`src/rtl/counter4_arbiter.sv`:
```
// counter4_arbiter
//   Round-robin controller that shares one 4-bit mode counter between two
//   requesters. A granted requester gets "load start, then count up/down until
//   target". The block drives the counter's Mode/Din and watches its Out.
//
//   Optional feature: define CTRL_TIMEOUT_EN to bound the RUN state to
//   TIMEOUT cycles. On expiry the operation ends with done and err together.
//
//   Ports
//     Ck                  clock, rising edge
//     Reset               synchronous, active-low
//     req0/req1           operation request
//     dir0/dir1           1 = count up, 0 = count down
//     start0/start1       value loaded into the counter
//     target0/target1     value at which counting stops
//     gnt0/gnt1           requester owns the counter
//     done0/done1         one-cycle completion pulse
//     err                 one-cycle abort pulse (timeout only)
//     Mode                counter mode: 00 hold, 01 up, 10 down, 11 load
//     Din                 counter load data
//     CntOut              counter Out (registered in the counter)
module counter4_arbiter #(
    parameter bit RR_INIT = 1'b0,
    parameter int TIMEOUT = 17
) (
    input  logic       Ck,
    input  logic       Reset,
    input  logic       req0,
    input  logic       req1,
    input  logic       dir0,
    input  logic       dir1,
    input  logic [3:0] start0,
    input  logic [3:0] start1,
    input  logic [3:0] target0,
    input  logic [3:0] target1,
    output logic       gnt0,
    output logic       gnt1,
    output logic       done0,
    output logic       done1,
    output logic       err,
    output logic [1:0] Mode,
    output logic [3:0] Din,
    input  logic [3:0] CntOut
);

    typedef enum logic [1:0] {S_IDLE, S_LOAD, S_RUN, S_DONE} state_t;

    state_t     state;
    logic       own;       // granted requester
    logic       prio;      // requester that wins a tie
    logic       dir_q;
    logic [3:0] start_q;
    logic [3:0] target_q;
    logic       pick;
    logic       match;

    // Single requester wins outright; a tie goes to the priority pointer.
    assign pick  = (req0 & req1) ? prio : req1;
    assign match = (CntOut == target_q);

`ifdef CTRL_TIMEOUT_EN
    localparam int RW = $clog2(TIMEOUT + 1);
    logic [RW-1:0] run_cnt;
`else
    assign err = 1'b0;
`endif

    always_ff @(posedge Ck) begin
        if (!Reset) begin
            state    <= S_IDLE;
            own      <= 1'b0;
            prio     <= RR_INIT;
            dir_q    <= 1'b0;
            start_q  <= 4'd0;
            target_q <= 4'd0;
            gnt0     <= 1'b0;
            gnt1     <= 1'b0;
            done0    <= 1'b0;
            done1    <= 1'b0;
`ifdef CTRL_TIMEOUT_EN
            err      <= 1'b0;
            run_cnt  <= '0;
`endif
        end else begin
            case (state)
                S_IDLE: begin
                    if (req0 | req1) begin
                        own      <= pick;
                        dir_q    <= pick ? dir1    : dir0;
                        start_q  <= pick ? start1  : start0;
                        target_q <= pick ? target1 : target0;
                        gnt0     <= ~pick;
                        gnt1     <= pick;
                        state    <= S_LOAD;
                    end
                end
                S_LOAD: begin
                    state <= S_RUN;
`ifdef CTRL_TIMEOUT_EN
                    run_cnt <= '0;
`endif
                end
                S_RUN: begin
                    if (match) begin
                        done0 <= ~own;
                        done1 <= own;
                        state <= S_DONE;
`ifdef CTRL_TIMEOUT_EN
                    end else if (run_cnt == RW'(TIMEOUT - 1)) begin
                        // this is the TIMEOUT-th RUN cycle without a match
                        done0 <= ~own;
                        done1 <= own;
                        err   <= 1'b1;
                        state <= S_DONE;
                    end else begin
                        run_cnt <= run_cnt + 1'b1;
`endif
                    end
                end
                default: begin // S_DONE
                    gnt0  <= 1'b0;
                    gnt1  <= 1'b0;
                    done0 <= 1'b0;
                    done1 <= 1'b0;
`ifdef CTRL_TIMEOUT_EN
                    err   <= 1'b0;
`endif
                    prio  <= ~own;
                    state <= S_IDLE;
                end
            endcase
        end
    end

    // Mode must react to CntOut within the same RUN cycle so the counter
    // stops exactly on target; hence it is decoded combinationally.
    always_comb begin
        Mode = 2'b00;
        Din  = 4'd0;
        case (state)
            S_LOAD: begin
                Mode = 2'b11;
                Din  = start_q;
            end
            S_RUN: begin
                if (!match) Mode = dir_q ? 2'b01 : 2'b10;
            end
            default: ;
        endcase
    end

endmodule

```
`config.mk`:
```
export PLATFORM = sky130hd
export DESIGN_NAME = counter4_arbiter
export DESIGN_NICKNAME = d
export VERILOG_FILES = /design/src/rtl/counter4_arbiter.sv
export SDC_FILE = /design/constraint.sdc
export NUM_CORES = 1
export LEC_CHECK = 0
export CORE_UTILIZATION = 45
export DETAILED_ROUTE_END_ITERATION = 8
export GPL_TIMING_DRIVEN = 0
export PLACE_DENSITY_LB_ADDON = 0.25
export SYNTH_ARGS = -nofsm -noshare
export SYNTH_HDL_FRONTEND = slang
export SYNTH_SLANG_ARGS = --single-unit
```
`constraint.sdc`:
```
create_clock -name Ck -period 2.8 [get_ports Ck]
set_input_delay 0.56 -clock Ck [delete_from_list [all_inputs] [get_ports Ck]]
set_output_delay 0.56 -clock Ck [all_outputs]
set_load 0.01 [all_outputs]
```
# Word-level counts from Yosys, hierarchy flattened

Cells that the tools add are included.

Add/subtract/negate cells: 0
$mul: 0
Divide/modulo/power cells: 0
Magnitude comparators: 0
Equality and inequality tests: 5
Shift-type cells: 0
Mux-type cells: 19
Bitwise gates (word level): 6
Reductions and logical operators: 8

Operators with widths:

| cell                                          | count |
|---|---|
| 2-to-1 mux 4 bit                              | 3 |
| 2-to-1 mux 2 bit                              | 4 |
| case mux 1 bit (2 select lines)               | 4 |
| AND reduction 2 bit                           | 4 |
| 2-to-1 mux 1 bit                              | 6 |
| case mux 2 bit (3 select lines)               | 1 |
| == test 4 bit                                 | 1 |
| inequality test 2 bit, second input constant  | 2 |
| inverter 1 bit                                | 4 |
| case mux 2 bit (2 select lines)               | 1 |
| OR reduction 2 bit                            | 2 |
| OR reduction 3 bit                            | 1 |
| == test 2 x 1 -> 1 bit, second input constant | 1 |
| == test 2 bit, second input constant          | 1 |
| zero test 2 bit                               | 1 |
| AND 1 bit                                     | 1 |
| bitwise OR 1 bit                              | 1 |

Register bits: 17
Latch bits: 0
Memory bits (writable): 0
Bits in read-only memories: 0
Logic and storage cells: 48
Memories: 0

# Logic depth before layout (Yosys ltp)

Word-level depth: 5
Gate-level depth with buffers: 7
Gate-level depth less buffers: 6

# Least setup slack after synthesis

OpenSTA, ideal clock, no wires.

Path type: input-to-output
Start point: input port CntOut[2]
End point: output port Mode[0]
Arrival: 1.273 ns
Data required time: 2.240 ns
Path slack: 0.967 ns
Cell stages on the path: 4
Buffers on the path: 0
Cell sequence: xnor2_1 > a41oi_2 > a21oi_1 > nor2b_1

Cells in the longest elaborated chain, start to end: 3

RTL lines:

| item                            | RTL line | RTL |
|---|---|---|
| start, declared                 | 43       | `input logic [3:0] CntOut` |
| == test 4 bit                   | 59       | `assign match = (CntOut == target_q);` |
| 2-to-1 mux 2 bit                | 146      | `if (!match) Mode = dir_q ? 2'b01 : 2'b10;` |
| case mux 2 bit (2 select lines) | 140      | `case (state)` |
| end, declared                   | 41       | `output logic [1:0] Mode,` |

No other way between the ends.

# Worst setup path after layout

Start point: input port CntOut[1]
End point: output port Mode[1]

Same word-level chain as after synthesis.

==> flow_summary.toml <==
[floorplanning]
coreArea_sq_mm = 0.00196
die_x_um = 47.5
ios = 37
rows = 16
initial_core_util = 0.476
die_h_um = 47.5
die-area_sq_mm = 0.00226

[route]
drtPass1Iterations = 4
first_iter_violations = 12
drc_errors = 0
viasPerCell = 5.15
wire_per_inst_um = 12.5
ant_nets = 0
wl_um = 2190
routed-via-count = 901

[worst_setup_path]
critical_path_arrival_ns = 2.18
crit_chain = "clkdlybuf4s50_1 > xnor2_2 > a41oi_2 > a21oi_1 > nor2b_1 > clkdlybuf4s50_1"
critPathSlowestCell = "clkdlybuf4s50_1"
cpPeakStageDelay_ns = 0.54
crit_top_cell = "clkdlybuf4s50_1"
cp-end-kind = "output port"
crit_type = "in -> out"
crit_family = "buffers and inverters"
cp_max_fo = 3
start_kind = "input pin"
path_buf_inv = 2
required_ns = 2.24

[logic_synthesis]
ys_warn_count = 0
seq_area_frac_synth = 0.365
synth_nets = 136
synthTopCellsByArea = "dfxtp_1, mux2i_1, a211oi_1"
synth_cell_types = 28
syn_inst = 106
yosysTopAreaCell = "dfxtp_1"
synth-seq-cells = 17
synth_area_sq_um = 933
synth_top_area_share = 0.365
postSynthAreaPerCell_sq_um = 8.81

[job]
cap_violations = 0

[power]
p_total_mw = 1.09
p_leak_nw = 0.572
ir_drop_mv = 0.502
powerDensity_mw_per_mm2 = 794

[run_status]
status = "complete, no violations"

[global_routing]
grt_use_total = 0.216
grt_max_degree = 11
grt-ovfl-total = 0
grt_pass1_wl_um = 3370
antenna_found_initial = 0
grt_pass1_vias = 761

[place]
place_ws_ns = -0.0278
dp_hpwl_um = 1620
globalplace.congestion = 0.857
portBuffers = 35
placed_cells = 168

[sta]
fmax_mhz = 365
finClkSkew_ns = 0.00241
setup_viol = 0
layout_min_cycle_time_ns = 2.74
timing.hold.ws_ns = 0.481
setup_tns_ns = 0
fin_crit_sh = 0.979
maxSlewViolCount = 0
tightestPinTransition_ns = 0.552
hold_viol = 0
fin_ws_ns = 0.0586
slew_headroom = 0.631
rsz0062_at_grt = "no"

[clock_network]
tritoncts = "built"
clock-sinks = 17
clockBufferDepth = 2
clock_latency_ns = 0.29
numCtsBuffers = 3
path_clk_slew_ns = 0.10
htreeDepth = 1
cts_root_buf = "clkbuf_4"

[finish]
fin_cells = 175
area_growth_pct = 46.6
drive_above_1_share = 0.0878
nets = 179
antenna_cells = 0
fill_cells = 177

[hold_path]
hold_class = "reg -> reg"
final timing paths:
| check | slack (ns) | start | to | cells after the start |
|---|---|---|---|---|
| setup / recovery | 0.06 | CntOut[1] | Mode[1] | 6 |
| hold / removal | 0.48 | gnt1 | gnt1 | 2 |
| setup reg to reg | 0.90 | state[0] | state[0] | 8 |
| hold reg to reg | 0.48 | gnt1 | gnt1 | 2 |
worst reg2reg max path, cell delays in order (launching register included):
cell	delay, ns
dfxtp_1	0.40
inv_1	0.08
ha_1	0.25
inv_1	0.09
a41oi_2	0.05
buf_4	0.18
buf_4	0.13
or4_1	0.51
a21oi_1	0.16
report_power, final:
part / total (mW) / internal (mW) / switching [mW]
sequential: 0.373 / 0.319 / 0.0541
clock: 0.131 / 0.0553 / 0.0757
combinational: 0.583 / 0.288 / 0.295
cells in the mapped netlist:
cell type and n:
ha_1 4, o21a_1 1, xnor2_2 2, inv_1 6
nand4_1 3, o31ai_1 1, a21oi_1 8, clkbuf_1 2
nor2b_1 2, mux2i_1 9, nand2_1 4, nor3b_1 1
or3_1 1, nand2b_1 1, a211oi_1 10, o21ai_0 6
and2_1 4, dfxtp_1 17, o221ai_1 1, or4_1 1
nor2_1 13, or3b_2 1, a41oi_2 1, conb_1 1
buf_2 1, buf_4 2, xnor2_1 2, o211ai_1 1
what timing repair did:
item                                    4_1_cts  5_1_grt
endpoints found under the setup margin        2        1
setup buffers                                 3        0
pin swaps                                     1        1
hold buffers                                  0        0
gates resized for setup                       0        1
layer usage:
metal	part of all wire	GRT usage	wire (um)	up-vias
li1	-	-	-	460
met1	0.44	0.262	960	413
met2	0.50	0.370	1100	26
met3	0.052	0.0453	114	2
met4	0.0068	0.0944	15	0
met5	0	0	0	-
cells by family (layout without fill, tap and decap cells):
kind of cell,Yosys count,after routing,synth area share
AO/OA/AOI/OAI,29,29,0.206
multiplexers,9,9,0.0965
adder cells (fa/ha/maj),4,4,0.0536
other,1,1,0.00402
flip-flops,17,17,0.365
XOR/XNOR,4,4,0.0536
buffers and inverters,11,53,0.0536
AND/OR/NAND/NOR,31,31,0.168
stage by stage:
stage	util	area, sq um
after global routing	0.698	1370
after CTS	0.696	1370
after floorplan	-	933
after global placement	0.672	1320
after detailed placement	0.672	1320
final	0.698	1370
state kept, by name (all words and copies together) (netlist names):
signal	flops
state	2
own	1
dir_q	1
start_q	4
target_q	4
done1	1
gnt0	1
gnt1	1
prio	1
done0	1
cell type report:
cell class / instances / area [sq um] / share of cell area
plain buffers: 5 / 27.5 / 0.0201
clock buffers: 4 / 26.3 / 0.0192
inverters: 6 / 22.5 / 0.0165
multi-input cells: 78 / 543 / 0.397
flip-flops and latches: 17 / 340 / 0.249
well taps: 27 / 33.8 / 0.0247
repair buffers: 38 / 375 / 0.274
placed cells by master, fill, tap and decap left out, types with 2 or more instances in the layout:
| cell | instances |
|---|---|
| clkbuf_1 | 3 |
| dfxtp_1 | 17 |
| nand4_1 | 3 |
| o21ai_0 | 6 |
| mux2i_1 | 9 |
| inv_1 | 6 |
| ha_1 | 4 |
| nor2b_1 | 2 |
| clkdlybuf4s50_1 | 34 |
| and2_1 | 4 |
| a211oi_1 | 10 |
| xnor2_1 | 2 |
| nor2_1 | 13 |
| nand2_1 | 4 |
| xnor2_2 | 2 |
| buf_4 | 5 |
| clkbuf_4 | 3 |
| a21oi_1 | 8 |
(Power assumes the default switching activity.)
